`config.mk`:
```
export PLATFORM = sky130hd
export DESIGN_NAME = div_unit
export DESIGN_NICKNAME = d
export VERILOG_FILES = /design/src/rtl/div_pkg.sv /design/src/rtl/div_step.sv /design/src/rtl/div_unit.sv
export SDC_FILE = /design/constraint.sdc
export NUM_CORES = 1
export LEC_CHECK = 0
export ABC_AREA = 1
export CORE_MARGIN = 2
export CORE_UTILIZATION = 59
export CTS_BUF_LIST = sky130_fd_sc_hd__clkbuf_16
export DETAILED_ROUTE_END_ITERATION = 6
export PLACE_DENSITY_LB_ADDON = 0.1
export SYNTH_ARGS = -nofsm -noshare
export SYNTH_HDL_FRONTEND = slang
export SYNTH_HIERARCHICAL = 1
export SYNTH_SLANG_ARGS = --single-unit
```
`constraint.sdc`:
```
create_clock -name clk -period 2.84 [get_ports clk]
set_clock_uncertainty 0.05 [all_clocks]
set_input_delay 0.852 -clock clk [delete_from_list [all_inputs] [get_ports clk]]
set_output_delay 0.852 -clock clk [all_outputs]
set_load 0.02 [all_outputs]
```
`src/rtl/div_pkg.sv`:
```
// Shared definitions for the iterative signed/unsigned divider.
// The divider's optional unsigned mode is enabled by defining DIV_UNSIGNED_EN.
package div_pkg;

   localparam int DEF_WIDTH = 32;

   localparam logic [1:0] DIV_NONE  = 2'b00;
   localparam logic [1:0] DIV_START = 2'b01;
   localparam logic [1:0] DIV_ABORT = 2'b10;

   typedef enum logic [1:0] {
      ST_IDLE = 2'd0,
      ST_RUN  = 2'd1,
      ST_FIX  = 2'd2
   } state_t;

endpackage

```
`src/rtl/div_step.sv`:
```
// One combinational restoring-division step.
// The divisor is never larger than 2^WIDTH-1, so the shifted remainder needs one extra bit.
module div_step #(
   parameter int WIDTH = 32
) (
   input  logic [WIDTH-1:0] rem_in,
   input  logic             dividend_bit,
   input  logic [WIDTH-1:0] divisor,
   output logic [WIDTH-1:0] rem_out,
   output logic             q_bit
);

   logic [WIDTH:0] shifted;

   always_comb begin
      shifted = {rem_in, dividend_bit};
      q_bit   = (shifted >= {1'b0, divisor});
      rem_out = q_bit ? WIDTH'(shifted - {1'b0, divisor}) : shifted[WIDTH-1:0];
   end

endmodule

```
`src/rtl/div_unit.sv`:
```
// Iterative multicycle divider: hi = remainder, lo = quotient, one quotient bit per cycle.
// Define DIV_UNSIGNED_EN to add the isUnsigned input (DIVU behaviour).
module div_unit
   import div_pkg::*;
#(
   parameter int WIDTH = DEF_WIDTH,
   parameter int CNT_W = 6
) (
   input  logic             clk,
   input  logic             reset,
   input  logic [1:0]       divControl,
   input  logic [WIDTH-1:0] a,
   input  logic [WIDTH-1:0] b,
`ifdef DIV_UNSIGNED_EN
   input  logic             isUnsigned,
`endif
   output logic [WIDTH-1:0] hi,
   output logic [WIDTH-1:0] lo,
   output logic             busy,
   output logic             done,
   output logic             div0
);

   state_t           state_q, state_d;
   logic [CNT_W-1:0] cnt_q, cnt_d;
   logic [WIDTH-1:0] rem_q, rem_d;
   logic [WIDTH-1:0] quo_q, quo_d;
   logic [WIDTH-1:0] dvs_q, dvs_d;
   logic [WIDTH-1:0] hi_q, hi_d;
   logic [WIDTH-1:0] lo_q, lo_d;
   logic             sa_q, sa_d;
   logic             sq_q, sq_d;
   logic             busy_q, busy_d;
   logic             done_q, done_d;
   logic             div0_q, div0_d;

   logic             unsigned_op;
   logic [WIDTH-1:0] a_mag, b_mag;
   logic [WIDTH-1:0] step_rem;
   logic             step_qbit;

`ifdef DIV_UNSIGNED_EN
   assign unsigned_op = isUnsigned;
`else
   assign unsigned_op = 1'b0;
`endif

   assign a_mag = (a[WIDTH-1] && !unsigned_op) ? -a : a;
   assign b_mag = (b[WIDTH-1] && !unsigned_op) ? -b : b;

   // The quotient register doubles as the dividend shift register.
   div_step #(
      .WIDTH(WIDTH)
   ) u_step (
      .rem_in       (rem_q),
      .dividend_bit (quo_q[WIDTH-1]),
      .divisor      (dvs_q),
      .rem_out      (step_rem),
      .q_bit        (step_qbit)
   );

   always_comb begin
      state_d = state_q;
      cnt_d   = cnt_q;
      rem_d   = rem_q;
      quo_d   = quo_q;
      dvs_d   = dvs_q;
      hi_d    = hi_q;
      lo_d    = lo_q;
      sa_d    = sa_q;
      sq_d    = sq_q;
      busy_d  = busy_q;
      done_d  = 1'b0;
      div0_d  = 1'b0;

      case (state_q)
         ST_IDLE: begin
            if (divControl == DIV_START) begin
               if (b == '0) begin
                  // A zero-divisor start in the cycle done is already high is dropped
                  // so that done/div0 never stretch over two cycles.
                  if (!done_q) begin
                     done_d = 1'b1;
                     div0_d = 1'b1;
                  end
               end else begin
                  quo_d   = a_mag;
                  dvs_d   = b_mag;
                  sa_d    = a[WIDTH-1] && !unsigned_op;
                  sq_d    = (a[WIDTH-1] ^ b[WIDTH-1]) && !unsigned_op;
                  rem_d   = '0;
                  cnt_d   = '0;
                  busy_d  = 1'b1;
                  state_d = ST_RUN;
               end
            end
         end
         ST_RUN: begin
            if (divControl == DIV_ABORT) begin
               busy_d  = 1'b0;
               state_d = ST_IDLE;
            end else begin
               rem_d = step_rem;
               quo_d = {quo_q[WIDTH-2:0], step_qbit};
               cnt_d = cnt_q + 1'b1;
               if (cnt_q == CNT_W'(WIDTH - 1)) begin
                  state_d = ST_FIX;
               end
            end
         end
         ST_FIX: begin
            if (divControl == DIV_ABORT) begin
               busy_d  = 1'b0;
               state_d = ST_IDLE;
            end else begin
               lo_d    = sq_q ? -quo_q : quo_q;
               hi_d    = sa_q ? -rem_q : rem_q;
               busy_d  = 1'b0;
               done_d  = 1'b1;
               state_d = ST_IDLE;
            end
         end
         default: begin
            busy_d  = 1'b0;
            state_d = ST_IDLE;
         end
      endcase
   end

   always_ff @(posedge clk) begin
      if (reset) begin
         state_q <= ST_IDLE;
         cnt_q   <= '0;
         rem_q   <= '0;
         quo_q   <= '0;
         dvs_q   <= '0;
         hi_q    <= '0;
         lo_q    <= '0;
         sa_q    <= 1'b0;
         sq_q    <= 1'b0;
         busy_q  <= 1'b0;
         done_q  <= 1'b0;
         div0_q  <= 1'b0;
      end else begin
         state_q <= state_d;
         cnt_q   <= cnt_d;
         rem_q   <= rem_d;
         quo_q   <= quo_d;
         dvs_q   <= dvs_d;
         hi_q    <= hi_d;
         lo_q    <= lo_d;
         sa_q    <= sa_d;
         sq_q    <= sq_d;
         busy_q  <= busy_d;
         done_q  <= done_d;
         div0_q  <= div0_d;
      end
   end

   assign hi   = hi_q;
   assign lo   = lo_q;
   assign busy = busy_q;
   assign done = done_q;
   assign div0 = div0_q;

endmodule

```
# Word-level counts from Yosys, hierarchy flattened
# Index checks and enable logic that the tools add are counted.
[word_totals]
register_bits = 173
in_bits = 68
out_inout_bits = 67
wordCells = 73
[op_classes]
add_sub_neg = 6
n_lt_le_gt_ge = 1
n_eq_ne = 10
n_mux = 31
bitwise = 4
reduce_logical = 9
[ops]
columns = ["op", "n"]
rows = [
  ["$mux W32", 11],
  ["$neg A32 Y32", 4],
  ["$pmux W32 S2", 2],
  ["$ge A33 B32 Y1", 1],
  ["$logic_not A32 Y1", 1],
  ["$sub A32 B32 Y32", 1],
  ["$mux W6", 3],
  ["$pmux W6 S2", 1],
  ["$reduce_and A3 Y1", 3],
  ["$mux W2", 4],
  ["$ne A2 B2 Y1 const B", 4],
  ["$mux W1", 7],
  ["$add A6 B1 Y6 const B", 1],
  ["$eq A6 B5 Y1 const B", 1],
  ["$eq A2 B1 Y1 const B", 2],
  ["$eq A2 B2 Y1 const B", 2],
  ["$pmux W1 S2", 2],
  ["$pmux W2 S2", 1],
  ["$reduce_and A4 Y1", 1],
  ["$ne A3 B3 Y1 const B", 1],
  ["$not A1 Y1", 3],
  ["$logic_not A2 Y1", 1],
  ["$reduce_and A2 Y1", 1],
  ["$reduce_bool A2 Y1", 1],
  ["other kinds (2)", 2],
]

# Depth between registers and ports, before layout
[logic_depth]
depth_word = 5
depth_mapped = 18
mapped_depth_nobuf = 16

# Hierarchy
# Netlist, hierarchy kept.
[by_module_without_submodules]
columns = ["module", "n_inst", "cells_per_inst", "area_per_inst_um2", "seq_area_each_um2"]
rows = [
  ["div_unit", 1, 1603, 10237.3, 3463.3],
  ["div_step", 1, 657, 3199.3, 0.0],
]

# Worst setup path before layout
# OpenSTA, ideal clock, no wires.
[synth_path]
kind = "input port to flip-flop"
from = "in b[1]"
to = "reg quo_q[17]"
setup_time_ns = 0.122
arrival_ns = 2.085
slack_ns = 0.583
stages = 12
cell_sequence = "inv_1 > ha_1 > nand3_2 > inv_1 > nand2_2 > nor2_4 > nand3_4 > nand3_4 > nand2_4 > buf_6 > o21ai_1 > a21oi_1"
[synth_between]
elab_chain_cells = 3
[synth_lines]
columns = ["element", "line", "rtl"]
rows = [
  ["start: declaration", "div_unit.sv:13", "input logic [WIDTH-1:0] b,"],
  ["$logic_not A32 Y1", "div_unit.sv:79", "if (b == '0) begin"],
  ["$ne A2 B2 Y1 (no source line)", "-", ""],
  ["$reduce_and A4 Y1 (no source line)", "-", ""],
  ["end signal: assignment", "div_unit.sv:148", "quo_q <= quo_d;"],
  ["end: declaration", "div_unit.sv:27", "logic [WIDTH-1:0] quo_q, quo_d;"],
]
# Every way passes these cells.
# A chain may end at the register's enable or synchronous reset.

# Worst setup path after layout
[layout_path]
from = "reg dvs_q[7]"
to = "reg rem_q[24]"
[layout_between]
elab_chain_cells = 4
[layout_lines]
columns = ["element", "line", "rtl"]
rows = [
  ["start: declaration", "div_unit.sv:28", "logic [WIDTH-1:0] dvs_q, dvs_d;"],
  ["start signal: assignment", "div_unit.sv:149", "dvs_q <= dvs_d;"],
  ["$ge A33 B32 Y1", "div_step.sv:17", "q_bit = (shifted >= {1'b0, divisor});"],
  ["via step_qbit", "div_unit.sv:40", "logic step_qbit;"],
  ["$mux W32", "div_step.sv:18", "rem_out = q_bit ? WIDTH'(shifted - {1'b0, divisor}) : shifted[WIDTH-1:0];"],
  ["via step_rem[24]", "div_unit.sv:39", "logic [WIDTH-1:0] step_rem;"],
  ["$mux W32", "div_unit.sv:99", "if (divControl == DIV_ABORT) begin"],
  ["$pmux W32 S2", "div_unit.sv:76", "case (state_q)"],
  ["end signal: assignment", "div_unit.sv:147", "rem_q <= rem_d;"],
  ["end: declaration", "div_unit.sv:26", "logic [WIDTH-1:0] rem_q, rem_d;"],
]
# The timed path passes the listed nets, and every way through them passes these cells. The select of a mux whose other input is x is not followed.

==> flow_metrics.py <==
metrics = {
    "clock_tree": {
        "postCtsResizedCells": 0,
        "htreeDepth": 4,
        "postCtsSetupRepairBufs": 0,
        "cts_tree": "yes",
        "cts.path.max_buffers": 2,
        "clk_pin_slew_ns": 0.07,
        "cts.sink_count": 173,
        "cts-root-buf": "clkbuf_16",
        "cts_hold_buffers": 0,
        "clock_latency_ns": 0.44,
        "cts_made_buffers": 17,
    },
    "die": {
        "dieWidth_um": 154.9,
        "core_area_um2": 22500,
        "die_h_um": 154.9,
        "die_area_um2": 24000,
        "rows": 55,
        "initial_utilization_pct": 59.71,
        "io_pins": 135,
    },
    "sta": {
        "hold_slack_ns": 0.4171,
        "period_share_pct": 96.64,
        "final_hold_viol_count": 0,
        "rsz0062_at_grt": "false",
        "postLayoutSetupSlackWorst_ns": 0.09552,
        "maxSlewViolCount": 0,
        "fmax_mhz": 364.4,
        "setup_viol": 0,
        "post-route-min-period_ns": 2.744,
        "worstMarginPinSlew_ns": 0.7232,
        "tns_ns": 0,
        "relSlewSlack_pct": 51.72,
    },
    "grt": {
        "grt_max_degree": 56,
        "antenna_found_initial": 0,
        "overflow": 0,
        "grt_usage_pct": 36.60,
        "grt_pass1_vias": 13890,
        "grt_pass1_wl_um": 70590,
    },
    "worst_setup_path": {
        "critPathMaxFanout": 35,
        "cp.required_ns": 3.15,
        "start_kind": "register",
        "end_kind": "register",
        "worstPathArrival_ns": 3.05,
        "path_class": "register to register",
    },
    "detailed_routing": {
        "drt_iter0_drc": 1448,
        "dr_total_vias": 14970,
        "drc": 0,
        "antenna_left": 0,
        "wl_per_cell_um": 16.20,
        "viasPerCell": 5.569,
        "drt-total-wl_um": 43550,
        "first_pass_iters": 6,
    },
    "min_path": {
        "hp-class": "register to register",
    },
    "pwr": {
        "ir_worst_vdd_mv": 0.4070,
        "leakage_nw": 7.735,
        "total_power_mw": 8.143,
        "powerDensity_nw_per_um2": 517.2,
    },
    "synthesis": {
        "yosysWarnings": 6,
        "synth_cell_types": 48,
        "syn-cell-area_um2": 13440,
        "synthAdderAreaFrac_pct": 3.594,
        "synth_simple_gate_area_share_pct": 39.15,
        "synth_edf_count": 0,
        "synth_top_area_share_pct": 25.78,
        "seq_area_frac_synth_pct": 25.78,
        "synth_compound_area_share_pct": 14.45,
        "synthFlopType": "dfxtp_1",
        "synthXorXnorAreaFrac_pct": 4.302,
        "synth_top_family_by_area": "simple AND/OR/NAND/NOR gates",
        "muxShareOfSynthArea_pct": 0,
        "syn_avg_cell_area_um2": 5.945,
        "ys_ff_latch": 173,
        "postSynth.asyncResetShare_pct": 0,
        "yosysTopAreaCell": "dfxtp_1",
        "synth_nets": 2366,
        "synthCells": 2260,
        "synth_area_leaders": "dfxtp_1 (26%), nand2_1 (19%), inv_1 (8.6%), nor2_1 (6.8%), a21oi_1 (6.1%)",
    },
    "finish": {
        "antenna_cells": 0,
        "syn_to_final_growth_pct": 17.18,
        "nNetsFinal": 2496,
        "drive_above_1_share_pct": 7.033,
    },
    "flow_run": {
        "cap_violations": 0,
    },
    "placement": {
        "dp_hpwl_um": 34150,
        "numPortBuffers": 134,
        "gp_congestion": 0.9796,
        "place_ws_ns": -0.06123,
    },
    "outcome": {
        "outcome": "completed",
    },
}
[worst max-delay path: stages (launching register included)]
cell and delay [ns]:
dfxtp_1 0.36, inv_1 0.11, ha_1 0.39, nand2_1 0.14, nor2_1 0.37, nand3_1 0.13, nor2_1 0.12, nand2_1 0.07
nand2_1 0.13, nor2_4 0.06, nand2_8 0.25, nand3_2 0.15, nand2_1 0.10, a21oi_1 0.07, nor2_1 0.18
[final timing paths]
check	slack [ns]	from	endpoint	cells after the start
max	0.1	dvs_q[7]$_SDFFE_PP0P_	rem_q[24]$_SDFFE_PP0P_	14
min	0.42	dvs_q[13]$_SDFFE_PP0P_	dvs_q[13]$_SDFFE_PP0P_	2
min reg2reg	0.42	dvs_q[13]$_SDFFE_PP0P_	dvs_q[13]$_SDFFE_PP0P_	2
max reg2reg	0.1	dvs_q[7]$_SDFFE_PP0P_	rem_q[24]$_SDFFE_PP0P_	14
[kinds of logic (layout without fill, tap and decap cells)]
logic type,after synthesis,count (layout)
AO/OA/AOI/OAI,372,372
XOR/XNOR,66,66
adder cells (fa/ha/maj),38,38
buffers and inverters,403,546
flip-flops,173,173
AND/OR/NAND/NOR,1208,1208
[layout make-up]
type / instances / area, um2
clock buffer: 17 / 425.4
clock inverter: 15 / 167.7
fill: 2042 / 6758
inverter: 320 / 1210
multi-input combinational: 1684 / 8268
sequential: 173 / 3463
tap: 285 / 356.6
timing repair buffer: 194 / 1854
[placed cells by master, fill, tap and decap left out, types with 9 or more instances in the layout]
cell	count
a21oi_1	164
and2_1	10
buf_4	55
clkbuf_16	17
clkdlybuf4s50_1	134
dfxtp_1	173
ha_1	37
inv_1	306
inv_2	10
nand2_1	666
nand3_1	160
nand3_2	19
nand3b_1	12
nand4_1	25
nor2_1	242
nor2_2	17
nor2_4	9
nor3_1	25
o211ai_1	11
o21ai_0	106
o21ai_1	66
o22ai_1	9
xor2_1	58
[cell usage after synthesis, types with 4 or more instances]
master	n
a21oi_1	164
and2_1	10
buf_1	5
buf_2	28
buf_4	4
buf_6	15
clkbuf_1	29
dfxtp_1	173
ha_1	37
inv_1	307
inv_2	10
nand2_1	666
nand2_2	6
nand3_1	160
nand3_2	19
nand3b_1	12
nand4_1	25
nor2_1	242
nor2_2	18
nor2_4	8
nor3_1	25
nor4_1	4
o211ai_1	11
o21ai_0	106
o21ai_1	66
o22ai_1	9
o31ai_1	4
xnor2_1	8
xor2_1	58
[stage by stage]
stage                     instances  instance area (um2)  utilization (%)
after global placement         2656                15150            67.33
after detailed placement       2656                15150            67.33
after global routing           2688                15750            69.97
after floorplan                2260                13440                -
after CTS                      2688                15750            69.97
final                          2688                15750            69.97
[power by group]
part	total (mW)	switching, mW	internal (mW)
combinational	3.09	2.07	1.02
sequential	2.70	0.163	2.54
clock	2.35	1.17	1.18
[flip-flops by register name, indices dropped and copies added, names as in the netlist]
register	cells
cnt_q	6
hi	32
div0	1
quo_q	32
sq_q	1
busy	1
sa_q	1
dvs_q	32
rem_q	32
done	1
state_q	2
lo	32
[routing by layer]
| metal | vias up | track usage, % | wire length (um) |
|---|---|---|---|
| met5 | - | 0 | 0 |
| met4 | 0 | 12.70 | 1430 |
| met3 | 105 | 5.014 | 3447 |
| met2 | 674 | 59.37 | 19490 |
| met1 | 6735 | 50.11 | 19180 |
| li1 | 7456 | - | - |
No activity file was read; power rests on OpenSTA's default activity.
